File: src/rtl/agc_gain_sequencer.sv
//------------------------------------------------------------------------------
// Module   : agc_gain_sequencer
// Purpose  : Closed-loop AGC for a 3-bit VGA driven from 8-bit ADC peak windows.
// Revision : 1.0
//------------------------------------------------------------------------------
`default_nettype none

module agc_gain_sequencer #(
  parameter int unsigned WIN_LEN    = 100,
  parameter int unsigned HIGH_TH    = 96,
  parameter int unsigned LOW_TH     = 32,
  parameter int unsigned CLIP_TH    = 124,
  parameter int unsigned CLIP_HITS  = 4,
  parameter int unsigned SETTLE_CYC = 64,
  parameter int unsigned LOCK_WINS  = 3,
  parameter int unsigned INIT_GAIN  = 0
) (
  input  logic       clk,
  input  logic       rst,
  input  logic [7:0] digital_in,
  input  logic       sample_valid,
  input  logic       enable,
  input  logic       man_en,
  input  logic [2:0] man_gain,
  output logic [2:0] vga_control,
  output logic       gain_upd,
  output logic       locked,
  output logic       at_limit
);

  localparam logic [7:0] c_WIN_LEN    = 8'(WIN_LEN);
  localparam logic [7:0] c_HIGH_TH    = 8'(HIGH_TH);
  localparam logic [7:0] c_LOW_TH     = 8'(LOW_TH);
  localparam logic [7:0] c_CLIP_TH    = 8'(CLIP_TH);
  localparam logic [7:0] c_CLIP_HITS  = 8'(CLIP_HITS);
  localparam logic [7:0] c_SETTLE_END = 8'(SETTLE_CYC - 1);
  localparam logic [7:0] c_LOCK_WINS  = 8'(LOCK_WINS);
  localparam logic [2:0] c_INIT_GAIN  = 3'(INIT_GAIN);

  typedef enum logic [1:0] {
    ST_IDLE    = 2'd0,
    ST_MEASURE = 2'd1,
    ST_ADJUST  = 2'd2,
    ST_SETTLE  = 2'd3
  } state_t;

  state_t     state_q, state_d;
  logic [2:0] code_q, code_d;
  logic       gain_upd_q;
  logic       locked_q, locked_d;
  logic       at_limit_q, at_limit_d;
  logic [7:0] peak_q, peak_d;
  logic [7:0] win_cnt_q, win_cnt_d;
  logic [7:0] clip_cnt_q, clip_cnt_d;
  logic       abort_q, abort_d;
  logic [7:0] lock_cnt_q, lock_cnt_d;
  logic [7:0] settle_cnt_q, settle_cnt_d;

  logic [7:0] w_mag;
  logic [7:0] w_peak_next;
  logic [7:0] w_clip_next;
  logic [7:0] w_win_next;
  logic [7:0] w_lock_inc;
  logic [2:0] w_adj_code;
  logic       w_adj_lim;

  // Offset-binary magnitude; input 0 would give 128, clamp to 127.
  always_comb begin
    if (digital_in[7]) begin
      w_mag = digital_in - 8'd128;
    end else if (digital_in == 8'd0) begin
      w_mag = 8'd127;
    end else begin
      w_mag = 8'd128 - digital_in;
    end
  end

  assign w_peak_next = (w_mag > peak_q) ? w_mag : peak_q;
  assign w_clip_next = (w_mag >= c_CLIP_TH) ? (clip_cnt_q + 8'd1) : 8'd0;
  assign w_win_next  = win_cnt_q + 8'd1;
  assign w_lock_inc  = (lock_cnt_q >= c_LOCK_WINS) ? lock_cnt_q : (lock_cnt_q + 8'd1);

  // An aborted window is treated as an over-range peak.
  always_comb begin
    w_adj_code = code_q;
    w_adj_lim  = 1'b0;
    if (abort_q || (peak_q >= c_HIGH_TH)) begin
      if (code_q != 3'd7) w_adj_code = code_q + 3'd1;
      else                w_adj_lim  = 1'b1;
    end else if (peak_q < c_LOW_TH) begin
      if (code_q != 3'd0) w_adj_code = code_q - 3'd1;
      else                w_adj_lim  = 1'b1;
    end
  end

  always_comb begin
    state_d      = state_q;
    code_d       = code_q;
    locked_d     = locked_q;
    at_limit_d   = at_limit_q;
    peak_d       = peak_q;
    win_cnt_d    = win_cnt_q;
    clip_cnt_d   = clip_cnt_q;
    abort_d      = abort_q;
    lock_cnt_d   = lock_cnt_q;
    settle_cnt_d = settle_cnt_q;

    if (man_en || !enable) begin
      state_d    = ST_IDLE;
      locked_d   = 1'b0;
      lock_cnt_d = 8'd0;
      if ((state_q == ST_IDLE) && man_en) code_d = man_gain;
    end else begin
      case (state_q)
        ST_IDLE: begin
          state_d    = ST_MEASURE;
          peak_d     = 8'd0;
          win_cnt_d  = 8'd0;
          clip_cnt_d = 8'd0;
          abort_d    = 1'b0;
        end
        ST_MEASURE: begin
          if (sample_valid) begin
            peak_d     = w_peak_next;
            win_cnt_d  = w_win_next;
            clip_cnt_d = w_clip_next;
            if (w_clip_next == c_CLIP_HITS) begin
              abort_d = 1'b1;
              state_d = ST_ADJUST;
            end else if (w_win_next == c_WIN_LEN) begin
              state_d = ST_ADJUST;
            end
          end
        end
        ST_ADJUST: begin
          code_d     = w_adj_code;
          at_limit_d = w_adj_lim;
          peak_d     = 8'd0;
          win_cnt_d  = 8'd0;
          clip_cnt_d = 8'd0;
          abort_d    = 1'b0;
          if (w_adj_code != code_q) begin
            state_d      = ST_SETTLE;
            settle_cnt_d = 8'd0;
            lock_cnt_d   = 8'd0;
            locked_d     = 1'b0;
          end else begin
            state_d    = ST_MEASURE;
            lock_cnt_d = w_lock_inc;
            if (w_lock_inc >= c_LOCK_WINS) locked_d = 1'b1;
          end
        end
        ST_SETTLE: begin
          peak_d     = 8'd0;
          win_cnt_d  = 8'd0;
          clip_cnt_d = 8'd0;
          abort_d    = 1'b0;
          if (settle_cnt_q == c_SETTLE_END) begin
            state_d = ST_MEASURE;
          end else begin
            settle_cnt_d = settle_cnt_q + 8'd1;
          end
        end
        default: state_d = ST_IDLE;
      endcase
    end
  end

  always_ff @(posedge clk or posedge rst) begin
    if (rst) begin
      state_q      <= ST_IDLE;
      code_q       <= c_INIT_GAIN;
      gain_upd_q   <= 1'b0;
      locked_q     <= 1'b0;
      at_limit_q   <= 1'b0;
      peak_q       <= 8'd0;
      win_cnt_q    <= 8'd0;
      clip_cnt_q   <= 8'd0;
      abort_q      <= 1'b0;
      lock_cnt_q   <= 8'd0;
      settle_cnt_q <= 8'd0;
    end else begin
      state_q      <= state_d;
      code_q       <= code_d;
      gain_upd_q   <= (code_d != code_q);
      locked_q     <= locked_d;
      at_limit_q   <= at_limit_d;
      peak_q       <= peak_d;
      win_cnt_q    <= win_cnt_d;
      clip_cnt_q   <= clip_cnt_d;
      abort_q      <= abort_d;
      lock_cnt_q   <= lock_cnt_d;
      settle_cnt_q <= settle_cnt_d;
    end
  end

  assign vga_control = code_q;
  assign gain_upd    = gain_upd_q;
  assign locked      = locked_q;
  assign at_limit    = at_limit_q;

endmodule

`default_nettype wire
File: config.mk
export PLATFORM = sky130hd
export DESIGN_NAME = agc_gain_sequencer
export DESIGN_NICKNAME = d
export VERILOG_FILES = /design/src/rtl/agc_gain_sequencer.sv
export SDC_FILE = /design/constraint.sdc
export NUM_CORES = 1
export LEC_CHECK = 0
export ABC_AREA = 1
export CAP_MARGIN = 20
export CORE_MARGIN = 3
export CORE_UTILIZATION = 50
export DETAILED_ROUTE_END_ITERATION = 7
export HOLD_SLACK_MARGIN = 0.06
export PLACE_DENSITY_LB_ADDON = 0.08
export REMOVE_ABC_BUFFERS = 1
export SKIP_CTS_REPAIR_TIMING = 1
export SLEW_MARGIN = 20
export SYNTH_ARGS = -nofsm -noshare
export SYNTH_HDL_FRONTEND = slang
export SYNTH_SLANG_ARGS = --single-unit
File: constraint.sdc
create_clock -name clk -period 2.4 [get_ports clk]
set_input_delay 0.48 -clock clk [delete_from_list [all_inputs] [get_ports clk]]
set_output_delay 0.48 -clock clk [all_outputs]
set_load 0.1 [all_outputs]
* Word level (Yosys, flattened, before mapping)
Cells that the tools add are included.
Storage, ports and cells: flip-flop bits (word level) 49, input bits 16, output and inout port bits 6, logic and storage cells 103
Operators by class: $add $sub $neg 8, order comparisons 6, equal/unequal tests 17, mux-type cells 42, bitwise operators 1, reduce and logical (&&, ||, !) cells 18
Operators with widths (number):
- $mux 8 | 13
- $pmux 8 s2 | 4
- $add 8x1->8 const B | 4
- $mux 3 | 7
- $ge 8x2->1 const B | 2
- $ge 8x7->1 const B | 2
- $mux 2 | 6
- $mux 1 | 10
- $ne 2x2->1 const B | 5
- $ne 3x3->1 const B | 3
- $reduce_and 3->1 | 3
- $eq 8x3->1 const B | 1
- $eq 8x6->1 const B | 1
- $eq 8x7->1 const B | 1
- $gt 8x8->1 | 1
- $logic_not 8->1 | 1
- $lt 8x6->1 const B | 1
- $pmux 2 s4 | 1
- $sub 8x8->8 const A | 1
- $sub 8x8->8 const B | 1
- $ne 3x3->1 | 2
- $reduce_and 2->1 | 3
- $reduce_bool 3->1 | 2
- $eq 2x2->1 const B | 2
- 13 further kinds | 15

* Logic depth before layout (Yosys ltp)
Gate-level depths: netlist of run 1.
depth after elaboration 10, depth in mapped cells 18, gate-level depth less buffers 18

* Worst setup path after synthesis of run 1
Ideal clock, no wire load.
path kind input to register, start in digital_in[0], end reg peak_q[1], setup time 83 ps, data arrival time 2459 ps, data required time 2317 ps, path slack -142 ps, stages on the path 18, buffers on the path 1, cells stage by stage inv_2 ha_1 nand2_1 inv_1 nand2_2 inv_1 nor3_1 a21oi_1 ha_1 a21oi_1 o21ai_0 a21oi_1 o21ai_0 o311ai_1 o21ai_1 buf_2 nand3_1 o21ai_0
Between the ends: longest elaborated chain between the ends 6, elaborated cells between the ends (all ways) 11, classes of those cells 2 x add/sub; 1 x order compare; 1 x eq/ne; 5 x mux; 2 x reduce/logical
RTL lines:
- start, declared | RTL line 20 | input logic [7:0] digital_in,
- $sub 8x8->8 or $logic_not 8->1 (tied branches) | RTL line 74, 71
- $mux 8 | RTL line 71 | end else if (digital_in == 8'd0) begin
- $mux 8 * | RTL line 69 | if (digital_in[7]) begin
- $gt 8x8->1 or $mux 8 (tied branches) | RTL line 78 | assign w_peak_next = (w_mag > peak_q) ? w_mag : peak_q;
- $ne 2x2->1 (no line) or $mux 8 (tied branches)
- $reduce_and 3->1 (no line) or $pmux 8 s2 (tied branches)
- end signal, assigned | RTL line 188 | peak_q <= peak_d;
- end, declared | RTL line 52 | logic [7:0] peak_q, peak_d;
Every way passes the cells marked *; elsewhere a longest branch is shown, timed or not. The select of a mux whose other input is x is not followed. A chain may end at the register's enable or synchronous reset.

* Worst setup path in the final report of run 1
start in digital_in[1], end reg peak_q[6]
The elaborated chain is that of the path after synthesis.

==> out/qor.txt, run 1 <==
synthesized flop and latch total -> 49
DRC viols -> 0
Area Growth Syn to Fin -> 27.6%
Syn. warnings -> 0
Final nets -> 509
most common cell in the synthesized netlist -> nand2_1
fin crit share -> 0.998
Clock Skew -> 0.0126 ns
Row Count -> 28
worst setup margin -> 0.00430 ns
Vias/cell -> 5.09
GRT Total Usage -> 0.194
final setup violating endpoints -> 0
H-tree levels -> 2
Overflow after GRT -> 0
CTS tree -> done
top cell type's share of synthesized area -> 0.396
Worst Path Required -> 2.63 ns
Mapped Area -> 0.00309 mm²
Pins Over Slew Limit -> 0
CTS clk-pin slew, worst paths -> 0.09 ns
CTS Buffer Depth -> 2
WS Path Type -> in2reg
ys async rst share -> 1.00
Post-DP Area -> 0.00372 mm²
Worst Setup End Kind -> flip-flop
Total Die Area -> 0.00717 mm²
sequential cell area fraction in the yosys report -> 0.396
hold slack -> 0.494 ns
placed cells -> 536
Max-slew headroom -> 0.746
Worst Hold Class -> reg2reg
area leader, netlist -> dfrtp_1
global-route wire length before repair -> 11700 µm
via count -> 2795
RSZ-0062 raised after global routing -> true
CTS sink count -> 49
Metal-1 WL -> 3160 µm
Setup WS pre-CTS -> -0.744 ns
Startpoint Class -> primary input
Post-Route WL -> 6790 µm
IO Pins -> 22
Avg Inst Size Synth -> 7.75 µm²
Worst Tran Pin Value -> 0.377 ns
Skew-Pair Late Insertion Delay -> 0.30 ns
core area -> 0.00596 mm²
cell leakage power -> 2.03 nW
router iterations before antenna repair -> 4
vias in the first global route -> 2691
fmax -> 417 MHz
synth top area cells -> dfrtp_1 40%, ha_1 8.1%, nand2_1 8.0%
Worst VDD drop -> 0.000372 V
die height -> 84.7 µm
Cells after Synth -> 399
GPL Wtd Cong -> 0.843
Post-synth top cells -> 66 x nand2_1, 63 x inv_1, 49 x dfrtp_1
post-route cell area -> 0.00395 mm²
Final Hold Viols -> 0
Port Buffers -> 21
antenna viol nets, final -> 0
Root Driver -> clkbuf_8
post-detail-place hpwl -> 5150 µm
max cap viols -> 0
Highest Signal Layer -> met4
Synth Flop Type -> dfrtp_1
WL/cell -> 12.4 µm
synth unique cells -> 36
Post-synth EDFFs -> 0
data arrival time of the worst path -> 2.63 ns
met2 routed WL -> 3350 µm
TritonCTS Buffers -> 5
diode count -> 0
largest net degree at the start of global routing -> 50
initial antenna violation count -> 0
Power Density -> 513 mW/mm²
status -> finished, final reports clean
Die X-Extent -> 84.7 µm
Post-Layout Cell Count -> 549
DR WL met3 -> 171 µm
share of layout cells above drive strength 1 -> 0.241
Tmin final -> 2.40 ns
CP max FO -> 7
initial drt markers -> 83
Starting Density -> 0.520
## cell type report
class                           count  area [µm²]
Fill cell                         525        2010
Multi-Input combinational cell    273        1660
Sequential cell                    49        1230
Timing Repair Buffer               72         609
Inverter                           72         275
Tap cell                           75        93.8
Clock buffer                        6        72.6
Clock inverter                      2        15.0
## flip-flops by register name, indices dropped and copies added, names as in the netlist
name	flops
abort_q	1
clip_cnt_q	8
gain_upd	1
peak_q	8
settle_cnt_q	8
state_q	2
lock_cnt_q	8
win_cnt_q	8
at_limit	1
vga_control	3
locked	1
## critical path, stage by stage
cell      delay (ns)
buf_8           0.08
inv_4           0.03
ha_4            0.15
nand2_2         0.07
inv_2           0.04
nand2_2         0.07
inv_2           0.05
nor3_4          0.15
a21oi_2         0.06
ha_1            0.32
a21oi_2         0.12
o21ai_1         0.08
a21oi_1         0.14
o21ai_1         0.10
o311ai_2        0.09
o21ai_1         0.15
buf_4           0.19
buf_6           0.11
o22ai_2         0.13
## placed cells by master (no fill, tap or decap), drive strengths merged, types with 4 or more instances in the layout
cell type / n
nand2: 73
inv: 72
buf: 59
dfrtp: 49
nand3: 43
o21ai: 35
nor2: 22
ha: 20
a21oi: 17
xor2: 14
nor3: 13
o22ai: 10
clkdlybuf4s50: 7
clkbuf: 7
dlymetal6s2s: 5
nor4: 4
## logic make-up (layout without fill, tap and decap cells)
group,after synthesis,after routing,share of synthesized area
buf+inv,77,152,0.0942
xor+xnor,15,15,0.0425
fa+ha+maj,20,20,0.0809
flops,49,49,0.396
compound gates,75,75,0.138
simple gates,163,163,0.248
## per-stage QoR
stage                     TNS (ns)  power (W)  utilization
final                            0    0.00203        0.663
after detailed placement     -7.58    0.00152        0.625
after CTS                    -3.46    0.00200        0.639
after global placement       -6.25    0.00151        0.625
after floorplan              -2.48    0.00133            -
after global routing        -0.724    0.00215        0.663
## power breakdown
group | internal, W | switching [W]
clock | 0.000206 | 0.000272
sequential | 0.000882 | 0.0000437
combinational | 0.000228 | 0.000394
## path summary, 6_finish.rpt
path,slack [ns],startpoint,end,depth (start not counted)
max,0.004,digital_in[1],peak_q[6]$_DFFE_PP0P_,19
min,0.49,settle_cnt_q[3]$_DFFE_PP0P_,settle_cnt_q[3]$_DFFE_PP0P_,1
max reg2reg,0.25,vga_control[1]$_DFF_PP0_,settle_cnt_q[5]$_DFFE_PP0P_,12
min reg2reg,0.49,settle_cnt_q[3]$_DFFE_PP0P_,settle_cnt_q[3]$_DFFE_PP0P_,1
max in group asynchronous,1.65,rst,vga_control[2]$_DFF_PP0_,3
min in group asynchronous,0.51,rst,settle_cnt_q[3]$_DFFE_PP0P_,3
## per-layer routing
| metal | vias up | global-route usage |
|---|---|---|
| met1 | 1281 | 0.267 |
| met5 | - | 0 |
| met4 | 0 | 0.0403 |
| li1 | 1465 | - |
| met2 | 35 | 0.327 |
| met3 | 14 | 0.0275 |
Note: power is estimated with default switching activity, not from simulation.
==> run 2, diff against run 1 <==
--- a/config.mk
+++ b/config.mk
@@ -7,7 +7,6 @@
 export LEC_CHECK = 0
 export ABC_AREA = 1
 export CAP_MARGIN = 20
-export CORE_MARGIN = 3
 export CORE_UTILIZATION = 50
 export DETAILED_ROUTE_END_ITERATION = 7
 export HOLD_SLACK_MARGIN = 0.06
==> out/qor.txt, run 2 (synthesized netlist as in run 1, its figures left out) <==
status -> finished, final reports clean (unchanged)
Post-DP Area -> 0.00372 mm² (about the same)
Row Count -> 28 (unchanged)
most common cell after layout, fill and taps aside -> nand2_1 (unchanged)
most frequent cells in the layout -> 62 x nand2_1, 58 x buf_4, 53 x inv_1 (was 63 x nand2_1, 57 x inv_1, 53 x buf_4)
power share of the combinational group -> 0.291 (was 0.307)
Clock Skew -> 0.0130 ns (was 0.0126 ns)
CP max stage cell -> ha_1 (unchanged)
Post-Layout Cell Count -> 552 (was 549)
Net Switching -> 0.000702 W (was 0.000710 W)
crit-path cells -> buf_8, inv_4, ha_4, nand2_2, inv_2, nand2_4, inv_2, nor3_2, a21oi_2, ha_1, a21oi_2, o21ai_1, a21oi_1, o21ai_2, o311ai_2, o21ai_1, buf_4, nand3_2, o21ai_2 (was buf_8, inv_4, ha_4, nand2_2, inv_2, nand2_2, inv_2, nor3_4, a21oi_2, ha_1, a21oi_2, o21ai_1, a21oi_1, o21ai_1, o311ai_2, o21ai_1, buf_4, buf_6, o22ai_2)
global-route wire length before repair -> 11200 µm (was 11700 µm)
post-detail-place hpwl -> 5170 µm (was 5150 µm)
diode count -> 0 (unchanged)
TritonCTS Buffers -> 5 (unchanged)
Root Driver -> clkbuf_8 (unchanged)
Post-Route WL -> 7030 µm (was 6790 µm)
Pins Over Slew Limit -> 0 (unchanged)
Startpoint Class -> primary input (unchanged)
hold path startpoint -> lock_cnt_q[2]$_DFFE_PP0P_ (was settle_cnt_q[3]$_DFFE_PP0P_)
fmax -> 429 MHz (was 417 MHz)
Overflow after GRT -> 0 (unchanged)
core area -> 0.00596 mm² (unchanged)
Internal Power -> 0.00145 W (was 0.00132 W)
CTS tree -> done (unchanged)
IO Pins -> 22 (unchanged)
share of power burned in registers -> 0.431 (was 0.457)
RSZ-0062 raised after global routing -> true (unchanged)
GRT Total Usage -> 0.219 (was 0.194)
Port Buffers -> 21 (unchanged)
Max-slew headroom -> 0.614 (was 0.746)
WL/cell -> 12.7 µm (was 12.4 µm)
DRC viols -> 0 (unchanged)
largest net degree at the start of global routing -> 29 (was 50)
Final TNS setup -> 0 ns (unchanged)
Vias/cell -> 5.15 (was 5.09)
Power Density -> 535 mW/mm² (was 513 mW/mm²)
FF-to-FF End -> settle_cnt_q[5]$_DFFE_PP0P_ (unchanged)
CP max FO -> 7 (unchanged)
worst stage delay on the critical path -> 0.32 ns (about the same)
Hold Path Stages -> 2 (was 1)
Net Sw Frac -> 0.326 (was 0.350)
Total Die Area -> 0.00651 mm² (was 0.00717 mm²)
Final Hold Viols -> 0 (unchanged)
Worst Hold Class -> reg2reg (unchanged)
data arrival time of the worst path -> 2.51 ns (was 2.63 ns)
router iterations before antenna repair -> 4 (unchanged)
Die X-Extent -> 80.7 µm (was 84.7 µm)
post-route cell area -> 0.00402 mm² (was 0.00395 mm²)
Skew-Pair Late Insertion Delay -> 0.30 ns (about the same)
Final nets -> 512 (was 509)
Worst Path Required -> 2.58 ns (was 2.63 ns)
r2r worst-path depth -> 12 (unchanged)
Worst Tran Pin Value -> 0.579 ns (was 0.377 ns)
CTS Buffer Depth -> 2 (unchanged)
Hold EP -> lock_cnt_q[2]$_DFFE_PP0P_ (was settle_cnt_q[3]$_DFFE_PP0P_)
Reg2Reg Setup Slack -> 0.32 ns (was 0.25 ns)
Post-Route Utilization -> 0.675 (was 0.663)
share of layout cells above drive strength 1 -> 0.275 (was 0.241)
Tmin final -> 2.33 ns (was 2.40 ns)
placed cells -> 538 (was 536)
initial drt markers -> 60 (was 83)
clock network fraction of total power -> 0.278 (was 0.236)
Worst VDD drop -> 0.000422 V (was 0.000372 V)
Starting Density -> 0.520 (unchanged)
WS Path Type -> in2reg (unchanged)
Tot Pwr -> 0.00215 W (was 0.00203 W)
H-tree levels -> 2 (unchanged)
CTS clk-pin slew, worst paths -> 0.09 ns (about the same)
GPL Wtd Cong -> 0.825 (was 0.843)
antenna viol nets, final -> 0 (unchanged)
final setup violating endpoints -> 0 (unchanged)
CTS sink count -> 49 (unchanged)
Area Growth Syn to Fin -> 29.9% (was 27.6%)
die height -> 80.7 µm (was 84.7 µm)
vias in the first global route -> 2631 (was 2691)
cell leakage power -> 2.05 nW (was 2.03 nW)
max cap viols -> 0 (unchanged)
via count -> 2843 (was 2795)
fin crit share -> 0.971 (was 0.998)
r2r startpoint -> vga_control[1]$_DFF_PP0_ (unchanged)
Worst Setup End Kind -> flip-flop (unchanged)
initial antenna violation count -> 0 (unchanged)
run 2: cell types whose count changed in the layout (fill, tap and decap cells not counted), moves of 4 or more:
cell     previous run  this run
nand3_2             2         6
inv_2              13        17
nand3_1            41        37
buf_4              53        58
inv_1              57        53
run 2: worst max-delay path by stage:
stage	start	end	cells after the start
floorplan	digital_in[0]	peak_q[3]$_DFFE_PP0P_	17
global placement	digital_in[0]	peak_q[5]$_DFFE_PP0P_	19
detailed placement	digital_in[0]	peak_q[5]$_DFFE_PP0P_	19
CTS	digital_in[0]	peak_q[5]$_DFFE_PP0P_	19
global route	digital_in[1]	peak_q[5]$_DFFE_PP0P_	18
finish	digital_in[1]	peak_q[5]$_DFFE_PP0P_	19
run 2: power by group through the flow:
| stage | Sequential, W | Combinational (W) | Clock (W) |
|---|---|---|---|
| 3_3_place_gp | 0.000940 | 0.000572 | 0 |
| 4_1_cts | 0.000928 | 0.000581 | 0.000612 |
| 3_5_place_dp | 0.000943 | 0.000580 | 0 |
| 5_1_grt | 0.000935 | 0.000690 | 0.000649 |
| 2_1_floorplan | 0.00104 | 0.000282 | 0 |
| 6_report | 0.000927 | 0.000625 | 0.000599 |
run 2: cell type report:
class	count	area [µm²]
fillers	506	1940
well taps	75	93.8
repair buffers	75	604
inverters	72	275
flip-flops and latches	49	1230
clock inverters	1	30.0
multi-input cells	273	1700
clock buffers	7	86.3
run 2: metrics by stage:
| stage | worst slack (ns) | hold slack [ns] |
|---|---|---|
| CTS | -0.441 | 0.503 |
| global placement | -0.620 | 0.473 |
| detailed placement | -0.744 | 0.488 |
| finish | 0.0703 | 0.499 |
| floorplan | -0.216 | 0.455 |
| global route | -0.0896 | 0.530 |
run 2: metal layers:
| layer | GRT usage | vias up | share of wire |
|---|---|---|---|
| met5 | 0 | - | 0 |
| met2 | 0.383 | 27 | 0.52 |
| li1 | - | 1476 | - |
| met1 | 0.285 | 1333 | 0.46 |
| met3 | 0.0307 | 7 | 0.016 |
| met4 | 0.0464 | 0 | 0.0084 |
run 2: critical path, delay by kind of cell:
kind | cells | cell delay [ns]
buffers and inverters | 5 | 0.38
AO/OA/AOI/OAI | 8 | 0.77
AND/OR/NAND/NOR | 4 | 0.38
adder cells (fa/ha/maj) | 2 | 0.47
==> run 3, diff against run 2 <==
--- a/config.mk
+++ b/config.mk
@@ -6,7 +6,7 @@
 export NUM_CORES = 1
 export LEC_CHECK = 0
 export ABC_AREA = 1
-export CAP_MARGIN = 20
+export CAP_MARGIN = 5
 export CORE_UTILIZATION = 50
 export DETAILED_ROUTE_END_ITERATION = 7
 export HOLD_SLACK_MARGIN = 0.06
==> results of run 3 <==
No change in the layout: final DEF, timing and power equal those of run 2.
